==> src/rtl/branch_pc_unit.sv <==
// Fetch PC register with branch/jump redirect and pipeline flush control.
// Optional macro BRANCH_STATS_EN adds saturating branch/taken statistics counters.
module branch_pc_unit #(
  parameter logic [31:0] RESET_PC     = 32'h0000_0000,
  parameter int          FLUSH_CYCLES = 2
) (
  input  logic        clk,
  input  logic        rst,
  input  logic        stall,
  input  logic        ex_valid,
  input  logic [5:0]  ex_opcode,
  input  logic [31:0] ex_pc_plus4,
  input  logic [15:0] ex_immediate,
  input  logic [25:0] ex_instr_index,
  input  logic        sig_branch,
`ifdef BRANCH_STATS_EN
  output logic [31:0] branch_count,
  output logic [31:0] taken_count,
`endif
  output logic [31:0] pc,
  output logic        redirect,
  output logic        flush_if_id,
  output logic        flush_id_ex
);

  localparam logic [5:0] OP_J   = 6'b000010;
  localparam logic [5:0] OP_BEQ = 6'b000100;
  localparam logic [5:0] OP_BNE = 6'b000101;

  typedef enum logic {RUN, FLUSH} state_t;

  state_t      state, state_nxt;
  logic [1:0]  cnt, cnt_nxt;
  logic [31:0] pc_nxt;
  logic        redirect_nxt;
  logic        flush, flush_nxt;

  logic        is_br, is_j, take;
  logic signed [31:0] br_offset;
  logic [31:0] br_target, j_target, target, pc_seq;

  function automatic logic [31:0] sat_inc(input logic [31:0] v);
    return (v == 32'hFFFF_FFFF) ? v : v + 32'd1;
  endfunction

  assign is_br     = (ex_opcode == OP_BEQ) || (ex_opcode == OP_BNE);
  assign is_j      = (ex_opcode == OP_J);
  assign take      = ex_valid & ((is_br & sig_branch) | is_j);

  assign br_offset = {{14{ex_immediate[15]}}, ex_immediate, 2'b00};
  assign br_target = ex_pc_plus4 + br_offset;
  assign j_target  = {ex_pc_plus4[31:28], ex_instr_index, 2'b00};
  assign target    = is_j ? j_target : br_target;
  // Sequential fetch address; stall holds the current PC
  assign pc_seq    = stall ? pc : pc + 32'd4;

  always_ff @(posedge clk) begin
    if (rst) begin
      state    <= RUN;
      cnt      <= 2'd0;
      pc       <= RESET_PC;
      redirect <= 1'b0;
      flush    <= 1'b0;
    end else begin
      state    <= state_nxt;
      cnt      <= cnt_nxt;
      pc       <= pc_nxt;
      redirect <= redirect_nxt;
      flush    <= flush_nxt;
    end
  end

  always_comb begin
    state_nxt    = state;
    cnt_nxt      = cnt;
    pc_nxt       = pc_seq;
    redirect_nxt = 1'b0;
    flush_nxt    = flush;
    case (state)
      RUN: begin
        if (take) begin
          // Redirect wins over stall: the target must load now
          pc_nxt       = target;
          redirect_nxt = 1'b1;
          flush_nxt    = 1'b1;
          cnt_nxt      = 2'(FLUSH_CYCLES - 1);
          state_nxt    = FLUSH;
        end else begin
          flush_nxt = 1'b0;
        end
      end
      FLUSH: begin
        // Counter runs even under stall so the flush window is fixed length
        if (cnt == 2'd0) begin
          flush_nxt = 1'b0;
          state_nxt = RUN;
        end else begin
          cnt_nxt = cnt - 2'd1;
        end
      end
      default: state_nxt = RUN;
    endcase
  end

  assign flush_if_id = flush;
  assign flush_id_ex = flush;

`ifdef BRANCH_STATS_EN
  always_ff @(posedge clk) begin
    if (rst) begin
      branch_count <= 32'd0;
      taken_count  <= 32'd0;
    end else if (state == RUN && ex_valid && is_br) begin
      branch_count <= sat_inc(branch_count);
      if (sig_branch)
        taken_count <= sat_inc(taken_count);
    end
  end
`endif

endmodule

==> config.mk <==
export PLATFORM = sky130hd
export DESIGN_NAME = branch_pc_unit
export DESIGN_NICKNAME = d
export VERILOG_FILES = /design/src/rtl/branch_pc_unit.sv
export SDC_FILE = /design/constraint.sdc
export NUM_CORES = 1
export LEC_CHECK = 0
export CAP_MARGIN = 20
export CELL_PAD_IN_SITES_DETAIL_PLACEMENT = 2
export CELL_PAD_IN_SITES_GLOBAL_PLACEMENT = 2
export CORE_MARGIN = 2
export CORE_UTILIZATION = 28
export DETAILED_ROUTE_END_ITERATION = 8
export PLACE_DENSITY_LB_ADDON = 0.3
export SYNTH_ARGS = -nofsm -noshare
export SYNTH_HDL_FRONTEND = slang
export SYNTH_SLANG_ARGS = --single-unit
==> constraint.sdc <==
create_clock -name clk -period 6.1 [get_ports clk]
set_input_delay 0.915 -clock clk [delete_from_list [all_inputs] [get_ports clk]]
set_output_delay 0.915 -clock clk [all_outputs]
set_load 0.01 [all_outputs]
* Yosys cells after proc, flatten, opt, wreduce, memory -nomap -nowiden
Cells that the tools add are included.
** Cells by class
- $add $sub $neg :: 3
- Multipliers :: 0
- Div/mod/pow operators :: 0
- $lt $le $gt $ge :: 0
- Eq/ne operators :: 6
- Shift-type cells :: 0
- Muxes and demuxes :: 12
- Bitwise gates (word level) :: 4
- Reductions and logical operators :: 4
** Operators by type and width (count)
- $mux W32 :: 4
- $add A32 B3 Y32 const B :: 1
- $add A32 B32 Y32 :: 1
- $eq A6 B3 Y1 const B :: 2
- $eq A6 B2 Y1 const B :: 1
- $mux W2 :: 2
- $ne A2 B2 Y1 const B :: 2
- $pmux W1 S2 :: 2
- $pmux W2 S2 :: 1
- $mux W1 :: 3
- $and A1 B1 Y1 :: 2
- $logic_not A2 Y1 :: 1
- $ne A2 B1 Y1 const B :: 1
- $reduce_and A2 Y1 :: 1
- $reduce_or A2 Y1 :: 1
- $sub A2 B1 Y2 const B :: 1
- $logic_or A1 B1 Y1 :: 1
- $not A1 Y1 :: 1
- $or A1 B1 Y1 :: 1
** Word-level totals
- Bits in registers :: 37
- Bits in latches :: 0
- Memory bits (writable) :: 0
- Memory bits (read-only) :: 0
- Input port bits :: 85
- Output and inout bits :: 35
- Word-level logic and storage cells :: 34
- Memories kept :: 0

* Logic depth before layout (Yosys ltp)
Gate-level depths: netlist of run 1.
- Depth after elaboration :: 7
- Gate-level depth with buffers :: 10
- Gate-level depth less buffers :: 10

* Worst setup path after synthesis of run 1
No wires, ideal clock.
- Path kind :: input to register
- From :: in ex_pc_plus4[2]
- To :: reg pc[30]
- Library setup time :: 0.103 ns
- Arrival :: 3.251 ns
- Required time :: 5.997 ns
- Path slack :: 2.746 ns
- Cell stages on the path :: 10
- Path buffers :: 0
- Cells stage by stage :: ha_1 -> fa_1 -> a211o_1 -> a21oi_4 -> o2111ai_4 -> a31oi_4 -> a21oi_2 -> a211oi_1 -> xor2_1 -> a2111oi_2
** On the way
- Longest elaborated chain between the ends :: 4
** Ends and longest elaborated chain
- start: declaration :: line 12 : input logic [31:0] ex_pc_plus4,
- $add A32 B32 Y32 :: line 51 : assign br_target = ex_pc_plus4 + br_offset;
- $mux W32 :: line 53 : assign target = is_j ? j_target : br_target;
- $mux W32 :: line 81 : if (take) begin
- $mux W32 :: line 79 : case (state)
- end signal: assignment :: line 67 : pc <= pc_nxt;
- end: declaration :: line 20 : output logic [31:0] pc,
No other way between the ends.
A chain may end at the register's enable or synchronous reset.

* Final worst setup path of run 1
- From :: in ex_immediate[15]
- To :: reg pc[29]
** On the way
- Longest elaborated chain between the ends :: 4
** Ends and longest elaborated chain
- start: declaration :: line 13 : input logic [15:0] ex_immediate,
- $add A32 B32 Y32 :: line 51
- $mux W32 :: line 53
- $mux W32 :: line 81
- $mux W32 :: line 79
No other way between the ends.

==> flow_summary.json, run 1 <==
{
  "outcome": "finished clean",
  "ys_warn_count": 0,
  "r2r-start": "pc[4]",
  "netlist_area_um2": 3770,
  "hold_depth": 2,
  "via_count": 4246,
  "synth_common_cells": "nand2_1 (59), nor2_1 (48), a21oi_1 (40), dfxtp_1 (37), ha_1 (31)",
  "worstSetupEndpointType": "flip-flop",
  "die_x_um": 120,
  "first_pass_iters": 4,
  "crit_type": "primary input to flip-flop",
  "grt_setup_unrepaired": "false",
  "synthCells": 505,
  "grt_pass1_vias": 4661,
  "clk_latency_ns": 0.28,
  "vias_per_cell": 5.41,
  "whs_ns": 0.461,
  "nets": 725,
  "hold_class": "flip-flop to flip-flop",
  "wl_per_cell_um": 19.5,
  "worstMarginPinSlew_ns": 0.774,
  "rows": 42,
  "fin_tns_setup_ns": 0,
  "fmax_mhz": 251,
  "overflow": 0,
  "htreeDepth": 2,
  "ys_ff_latch": 37,
  "postRouteAntennaNets": 0,
  "routabilityCongestion": 0.787,
  "ctsHoldBuffers": 0,
  "yosysMostFrequentCell": "nand2_1",
  "grt_use_total_pct": 21.3,
  "root_buffer": "clkbuf_16",
  "slew_headroom_pct": 48.2,
  "total_power_uw": 866,
  "cts-resized-gates": 0,
  "grt_max_degree": 38,
  "start_kind": "primary input",
  "synth_area_leaders": "dfxtp_1 (20%), ha_1 (10%), xor2_1 (6.3%), nand2_1 (5.9%), a21oi_1 (5.3%)",
  "cp.required_ns": 6.30,
  "drc": 0,
  "cts_max_path_buffers": 2,
  "synth_edf_count": 0,
  "setup_viol": 0,
  "synth_top_area_share_pct": 19.6,
  "slew_viol_final": 0,
  "numPortBuffers": 119,
  "clock_sinks": 37,
  "syn_avg_cell_area_um2": 7.47,
  "fin_crit_sh_pct": 65.4,
  "die_h_um": 120,
  "hold_viol": 0,
  "area_growth_syn_to_layout_pct": 40.1,
  "critPathArrivalTime_ns": 4.19,
  "grt_pass1_wl_um": 24900,
  "cts_tree": "done",
  "antenna_found_initial": 0,
  "regToRegSetupSlack_ns": 3.75,
  "placed_cells": 777,
  "fp.dieArea_um2": 14400,
  "postLayoutCoreUtil_pct": 40.1,
  "hpwlAfterDp_um": 12300,
  "drt_first_iter_violations": 158,
  "synth_top_area_cell": "dfxtp_1",
  "cts_setup_buffers": 0,
  "ys_seq_area_share_pct": 19.6,
  "critPathCapture": "pc[29]",
  "nFillCells": 1539,
  "p_per_area_nw_per_um2": 164,
  "drive_gt1_share_pct": 4.11,
  "p_leak_uw": 0.00198,
  "multi_input_area_um2": 2890,
  "core_area_um2": 13200,
  "r2r_cells": 6,
  "antenna_cells": 0,
  "ys_async_sr_fraction_pct": 0,
  "cts_made_buffers": 5,
  "clk_pin_slew_ns": 0.06,
  "syn_nets": 622,
  "num_io_pins": 120,
  "fin_crit_ns": 3.99,
  "ys_types": 60,
  "drv_cap": 0,
  "ys.flop_type": "dfxtp_1",
  "r2r-end": "pc[28]",
  "seq_area_um2": 741,
  "vdd_drop_max_mv": 0.0927,
  "setup.worst_path.start": "ex_immediate[15]",
  "drt_wl_total_um": 15300,
  "initial_utilization_pct": 28.6,
  "fin_skew_ns": 0.00407,
  "cp_max_fo": 18,
  "final_cells": 785
}
==> sequential cells by signal, summed over array words and instances, names as in the netlist <==
signal,count
pc,32
state,1
flush_id_ex,1
cnt,2
redirect,1
==> cell families (layout without fill, tap and decap cells) <==
family	after synthesis	count (layout)	share of synthesized area [%]
buffers and inverters	38	142	3.94
muxes	5	5	1.33
DFF	37	37	19.6
AOI/OAI and AO/OA	148	148	28.0
and+or+nand+nor	202	202	26.3
adders and majority gates	32	32	10.8
xor gates and xnor gates	43	43	9.98
==> per-stage QoR <==
stage	cell area, um2	setup slack (ns)
floorplan	3770	2.75
global placement	5120	1.96
detailed placement	5120	1.85
CTS	5290	2.11
global route	5290	1.89
finish	5290	2.11
==> worst max-delay path: stages <==
cell	delay, ns
clkdlybuf4s50_1	0.83
ha_1	0.67
nand3_1	0.11
or4_1	0.59
o21ai_1	0.17
nor3_1	0.09
o31ai_1	0.41
a2111oi_0	0.20
nor3b_1	0.20
==> cells in the final DEF (no fill, tap or decap), types with 3 or more instances in the layout <==
master | Yosys | layout
nor2b_1 | 5 | 5
ha_1 | 31 | 31
buf_4 | 1 | 5
a211oi_1 | 20 | 20
and4_1 | 6 | 6
o21ai_0 | 18 | 18
nand2b_1 | 4 | 4
a21o_1 | 11 | 11
xor2_1 | 27 | 27
inv_1 | 10 | 10
nor3b_1 | 4 | 4
mux2i_1 | 5 | 5
and2_1 | 8 | 8
nand3_1 | 22 | 22
and3_1 | 7 | 7
a21oi_1 | 40 | 39
a211o_1 | 4 | 4
nor2_1 | 48 | 48
a221oi_1 | 7 | 7
a311oi_1 | 11 | 11
clkdlybuf4s50_1 | 0 | 119
xnor2_1 | 16 | 16
o21a_1 | 9 | 9
a31oi_1 | 6 | 6
clkbuf_16 | 0 | 5
nand4_1 | 8 | 8
nor3_1 | 13 | 13
dfxtp_1 | 37 | 37
or3_1 | 5 | 5
nand2_1 | 59 | 59
a2111oi_0 | 3 | 3
==> how the worst min path moves through the flow <==
stage	startpoint	end	slack, ns
after CTS	pc[1]	pc[1]	0.46
after global routing	pc[1]	pc[1]	0.49
after detailed placement	pc[1]	pc[1]	0.46
after global placement	pc[1]	pc[1]	0.44
final	pc[1]	pc[1]	0.46
after floorplan	cnt[1]	cnt[1]	0.46
==> area by class of cell <==
cell class                      count  share of cell area [%]
Sequential cell                    37                    14.0
Multi-Input combinational cell    430                    54.6
Clock inverter                      1                   0.568
Clock buffer                        7                    2.70
Inverter                           10                   0.710
Tap cell                          176                    4.16
Timing Repair Buffer              124                    23.2
==> metal layers <==
layer  vias to the layer above  wire length [um]  global-route usage, %
li1                       2075                 -                      -
met1                      2079              7300                   28.6
met2                        83              7440                   37.0
met3                         9               448                   2.28
met4                         0               140                   3.68
met5                         -                 0                      0
==> power by group <==
group          switching, uW  internal (uW)  total (uW)
sequential              5.36            246         251
clock                    101            204         306
combinational            165            144         309
Power figures use the tool's default switching activity.
==> inputs of run 2 (changes only) <==
--- a/config.mk
+++ b/config.mk
@@ -9,7 +9,7 @@
 export CELL_PAD_IN_SITES_DETAIL_PLACEMENT = 2
 export CELL_PAD_IN_SITES_GLOBAL_PLACEMENT = 2
 export CORE_MARGIN = 2
-export CORE_UTILIZATION = 28
+export CORE_UTILIZATION = 26
 export DETAILED_ROUTE_END_ITERATION = 8
 export PLACE_DENSITY_LB_ADDON = 0.3
 export SYNTH_ARGS = -nofsm -noshare
==> constraint.sdc (replaced) <==
create_clock -name clk -period 4.19 [get_ports clk]
set_input_delay 0.6285 -clock clk [delete_from_list [all_inputs] [get_ports clk]]
set_output_delay 0.6285 -clock clk [all_outputs]
set_load 0.01 [all_outputs]
==> run 2 against run 1 <==
  * Combinational power up 45%
  * Setup slack worse by 1.4 ns
  * Critical path depth up 2
  * Via count fell by 0.40%
  * Register-to-register slack lost 2.0 ns
  * Design area did not move
  * Core utilization down 3.3 points
  * Sequential share of layout area unchanged
  * Sequential cell count unchanged
  * Global-route usage decreased by 1.8 points
  * Count of clock-buffer cells in the layout down 2
  * Wire length down 1.4%
==> flow_summary.json, run 2 (synthesis results as in run 1) <==
{
  "outcome": "finished clean",
  "ctsHoldBuffers": 0,
  "fin_crit_ns": 3.49,
  "drt_first_iter_violations": 244,
  "num_io_pins": 120,
  "layout_commonest_cell": "clkdlybuf4s50_1",
  "fin_area_um2": 5290,
  "hpwlAfterDp_um": 12300,
  "nFillCells": 1646,
  "p_per_area_nw_per_um2": 224,
  "internal_power_uw": 787,
  "fp.dieArea_um2": 15500,
  "fin_skew_ns": 0.00516,
  "final_cell_mix": "clkdlybuf4s50_1 (119), nand2_1 (59), nor2_1 (48)",
  "cts_tree": "done",
  "slew_viol_final": 0,
  "drv_cap": 0,
  "cp.required_ns": 4.36,
  "area_growth_syn_to_layout_pct": 40.1,
  "max_stage_delay_ns": 0.43,
  "crit_buf_inv": 1,
  "initial_utilization_pct": 26.3,
  "cp_max_fo": 4,
  "die_h_um": 124,
  "grt_pass1_wl_um": 25000,
  "nets": 726,
  "hold_class": "flip-flop to flip-flop",
  "numPortBuffers": 119,
  "seq_power_share_pct": 30.9,
  "combPwrFrac_pct": 37.8,
  "cts_made_buffers": 5,
  "clk_pin_slew_ns": 0.06,
  "vias_per_cell": 5.33,
  "via_count": 4229,
  "grt_use_total_pct": 19.5,
  "drc": 0,
  "seq_area_um2": 741,
  "p_leak_uw": 0.00197,
  "critPathTopFamily": "compound AO/OA/AOI/OAI gates",
  "cts-resized-gates": 0,
  "start_kind": "primary input",
  "setup_viol": 0,
  "clock_sinks": 37,
  "grt_pass1_vias": 4622,
  "cts_setup_buffers": 0,
  "drive_gt1_share_pct": 4.43,
  "fin_tns_setup_ns": 0,
  "clk_latency_ns": 0.29,
  "root_buffer": "clkbuf_16",
  "postRouteAntennaNets": 0,
  "multi_input_area_um2": 2890,
  "grt_max_degree": 32,
  "first_pass_iters": 4,
  "hold_viol": 0,
  "p_switching_uw": 398,
  "rows": 44,
  "top_regs": "pc: 32 flops, cnt: 2 flops",
  "routabilityCongestion": 0.833,
  "cpMaxStageDelayCell": "fa_1",
  "cts_max_path_buffers": 2,
  "core_area_um2": 14400,
  "largest_register": "pc",
  "drt_wl_total_um": 15100,
  "antenna_cells": 0,
  "fin_crit_sh_pct": 83.4,
  "critPathArrivalTime_ns": 3.67,
  "fmax_mhz": 286,
  "overflow": 0,
  "crit_path_cell_trace": "clkdlybuf4s50_1 -> ha_1 -> fa_1 -> a211o_1 -> a21oi_4 -> o2111ai_4 -> a31oi_4 -> a21oi_2 -> a211oi_1 -> xor2_1 -> a2111oi_2",
  "worstMarginPinSlew_ns": 0.779,
  "antenna_found_initial": 0,
  "htreeDepth": 2,
  "crit_type": "primary input to flip-flop",
  "place_area_um2": 5150,
  "grt_setup_unrepaired": "false",
  "clock_power_share_pct": 31.3,
  "largest_reg_flops": 32,
  "vdd_drop_max_mv": 0.123,
  "die_x_um": 124,
  "slew_headroom_pct": 47.9,
  "wl_per_cell_um": 19.0,
  "worstSetupEndpointType": "flip-flop",
  "swShare_pct": 33.6
}
==> run 2: cell types whose count changed in the layout (fill, tap and decap cells not counted) <==
cell and change:
buf_12 +1, bufinv_16 -1, clkbuf_1 -1, clkbuf_8 -1
clkinv_2 +2, clkinvlp_4 +1
==> run 2: worst reg2reg max path, stage by stage, from the launching register on <==
cell and delay, ns:
dfxtp_1 0.42, and4b_1 0.29, and4_1 0.31, nand4_1 0.38, or3_1 0.44, a311oi_1 0.32, o311a_1 0.22
==> run 2: final timing paths <==
check / cells after the start / to / slack, ns / start
max: 11 / pc[30] / 0.70 / ex_pc_plus4[2]
min: 2 / pc[0] / 0.46 / pc[0]
max reg2reg: 6 / pc[28] / 1.75 / pc[4]
min reg2reg: 2 / pc[0] / 0.46 / pc[0]
==> run 2: cell type report <==
type	count	area share (%)
Clock buffer	5	2.37
Sequential cell	37	14.0
Tap cell	184	4.35
Clock inverter	3	0.331
Inverter	10	0.710
Timing Repair Buffer	125	23.6
Multi-Input combinational cell	430	54.6
==> run 2: layer usage <==
layer	vias to the layer above	wire, um	GRT usage (%)
met5	-	0	0
li1	2075	-	-
met4	0	184	4.16
met1	2065	7200	26.4
met3	13	374	1.46
met2	76	7360	33.9
==> run 2: power groups by stage <==
| stage | clock, uW | sequential [uW] | combinational [uW] |
|---|---|---|---|
| detailed placement | 0 | 374 | 447 |
| global route | 393 | 367 | 496 |
| finish | 372 | 366 | 448 |
| CTS | 377 | 366 | 450 |
| global placement | 0 | 373 | 435 |
| floorplan | 0 | 374 | 258 |
==> run 2: per-stage QoR <==
stage	power, uW	hold slack [ns]	setup WS, ns	instances	utilization, %
floorplan	633	0.464	1.12	505	-
global placement	808	0.440	0.518	786	35.8
detailed placement	821	0.453	0.411	786	35.8
CTS	1190	0.461	0.693	794	36.8
global route	1260	0.474	0.515	794	36.8
finish	1190	0.459	0.695	794	36.8
==> inputs of run 3 (changes only) <==
==> constraint.sdc (replaced) <==
create_clock -name clk -period 3.55 [get_ports clk]
set_input_delay 0.5325 -clock clk [delete_from_list [all_inputs] [get_ports clk]]
set_output_delay 0.5325 -clock clk [all_outputs]
set_load 0.01 [all_outputs]
==> run 3 against run 2 <==
  * Wire length is 1.6% higher
  * Combinational power rose by 23%
  * Critical path type unchanged
  * Highest routed layer unchanged
  * Core utilization increased by 0.62 points
  * Critical endpoint unchanged
  * Critical path depth unchanged
==> flow_summary.json, run 3 (synthesis results as in run 1) <==
{
  "vdd_drop_max_mv": 0.134,
  "num_io_pins": 120,
  "setup_viol": 0,
  "r2r-end": "pc[28]",
  "slew_viol_final": 0,
  "die_x_um": 124,
  "ctsHoldBuffers": 0,
  "hold_class": "flip-flop to flip-flop",
  "numPortBuffers": 119,
  "outcome": "finished clean",
  "via_count": 4309,
  "placed_cells": 799,
  "place_area_um2": 5230,
  "p_per_area_nw_per_um2": 266,
  "fp.dieArea_um2": 15500,
  "clk_pin_slew_ns": 0.06,
  "slew_headroom_pct": 64.1,
  "nFillCells": 1671,
  "r2r-start": "pc[4]",
  "cts_setup_buffers": 0,
  "final_cell_mix": "clkdlybuf4s50_1 (119), nand2_1 (59), nor2_1 (48)",
  "top_regs": "pc: 32 flops, cnt: 2 flops",
  "drt_first_iter_violations": 193,
  "wl_per_cell_um": 19.1,
  "postRouteAntennaNets": 0,
  "r2r_cells": 6,
  "routabilityCongestion": 0.875,
  "start_kind": "primary input",
  "vias_per_cell": 5.35,
  "fmax_mhz": 305,
  "fin_crit_ns": 3.28,
  "initial_utilization_pct": 26.3,
  "layout_commonest_cell": "clkdlybuf4s50_1",
  "cts_max_path_buffers": 2,
  "grt_max_degree": 31,
  "fin_area_um2": 5380,
  "nets": 739,
  "first_pass_iters": 4,
  "hold_viol": 0,
  "drv_cap": 0,
  "hpwlAfterDp_um": 12500,
  "critPathArrivalTime_ns": 3.45,
  "seq_area_um2": 741,
  "grt_setup_unrepaired": "false",
  "hold_start": "pc[0]",
  "regToRegSetupSlack_ns": 1.17,
  "overflow": 0,
  "p_leak_uw": 0.00203,
  "drc": 0,
  "postLayoutCoreUtil_pct": 37.4,
  "antenna_cells": 0,
  "drive_gt1_share_pct": 6.27,
  "cp.required_ns": 3.72,
  "rows": 44,
  "largest_register": "pc",
  "fin_crit_sh_pct": 92.4,
  "root_buffer": "clkbuf_16",
  "grt_use_total_pct": 19.5,
  "antenna_found_initial": 0,
  "area_growth_syn_to_layout_pct": 42.5,
  "core_area_um2": 14400,
  "hold_depth": 2,
  "final_cells": 806,
  "grt_pass1_vias": 4630,
  "cts_made_buffers": 5,
  "cts-resized-gates": 0,
  "clock_sinks": 37,
  "htreeDepth": 2,
  "worstMarginPinSlew_ns": 0.526,
  "clk_latency_ns": 0.28,
  "drt_wl_total_um": 15400,
  "worstSetupEndpointType": "flip-flop",
  "die_h_um": 124,
  "cts_tree": "done",
  "fin_skew_ns": 0.00675,
  "grt_pass1_wl_um": 25100,
  "largest_reg_flops": 32,
  "multi_input_area_um2": 2890,
  "hold_end": "pc[0]",
  "crit_type": "primary input to flip-flop",
  "cp_max_fo": 4
}
-- run 3: worst max path at each step --
stage / from / to / slack (ns) / cells past startpoint
2_1_floorplan: ex_pc_plus4[2] / pc[30] / 0.58 / 10
3_3_place_gp: ex_pc_plus4[2] / pc[30] / 0.06 / 11
3_5_place_dp: ex_pc_plus4[2] / pc[30] / -0.007 / 11
4_1_cts: ex_pc_plus4[2] / pc[30] / 0.27 / 11
5_1_grt: ex_pc_plus4[2] / pc[30] / 0.08 / 11
6_report: ex_pc_plus4[2] / pc[30] / 0.27 / 11
-- run 3: worst max-delay path, stage by stage --
cell	delay (ns)
clkdlybuf4s50_1	0.40
ha_1	0.22
fa_1	0.40
a211o_1	0.36
a21oi_4	0.20
o2111ai_4	0.17
a31oi_4	0.28
a21oi_2	0.10
a211oi_1	0.27
xor2_1	0.12
a2111oi_2	0.39
-- run 3: metal layers --
layer	track usage (%)	part of all wire [%]	vias to the layer above
li1	-	-	2097
met1	25.9	47	2113
met2	34.2	49	81
met3	1.85	3.0	18
met4	4.36	1.3	0
met5	0	0	-
-- run 3: power breakdown --
group	internal, uW	switching (uW)
Clock	275	175
Sequential	423	9.07
Combinational	263	286
Total	962	470
-- run 3: stage by stage --
step | setup TNS [ns] | worst slack, ns | hold WS, ns | power (uW)
after CTS | 0 | 0.273 | 0.473 | 1450
final | 0 | 0.268 | 0.465 | 1430
after floorplan | 0 | 0.579 | 0.464 | 747
after detailed placement | -0.00655 | -0.00655 | 0.464 | 989
after global routing | 0 | 0.0758 | 0.482 | 1510
after global placement | 0 | 0.0559 | 0.438 | 970
-- run 3: cell type report --
cell class | instances | share of cell area [%]
Clock buffer | 6 | 2.58
Clock inverter | 1 | 0.140
Inverter | 10 | 0.698
Multi-Input combinational cell | 430 | 53.7
Sequential cell | 37 | 13.8
Tap cell | 184 | 4.28
Timing Repair Buffer | 138 | 24.8
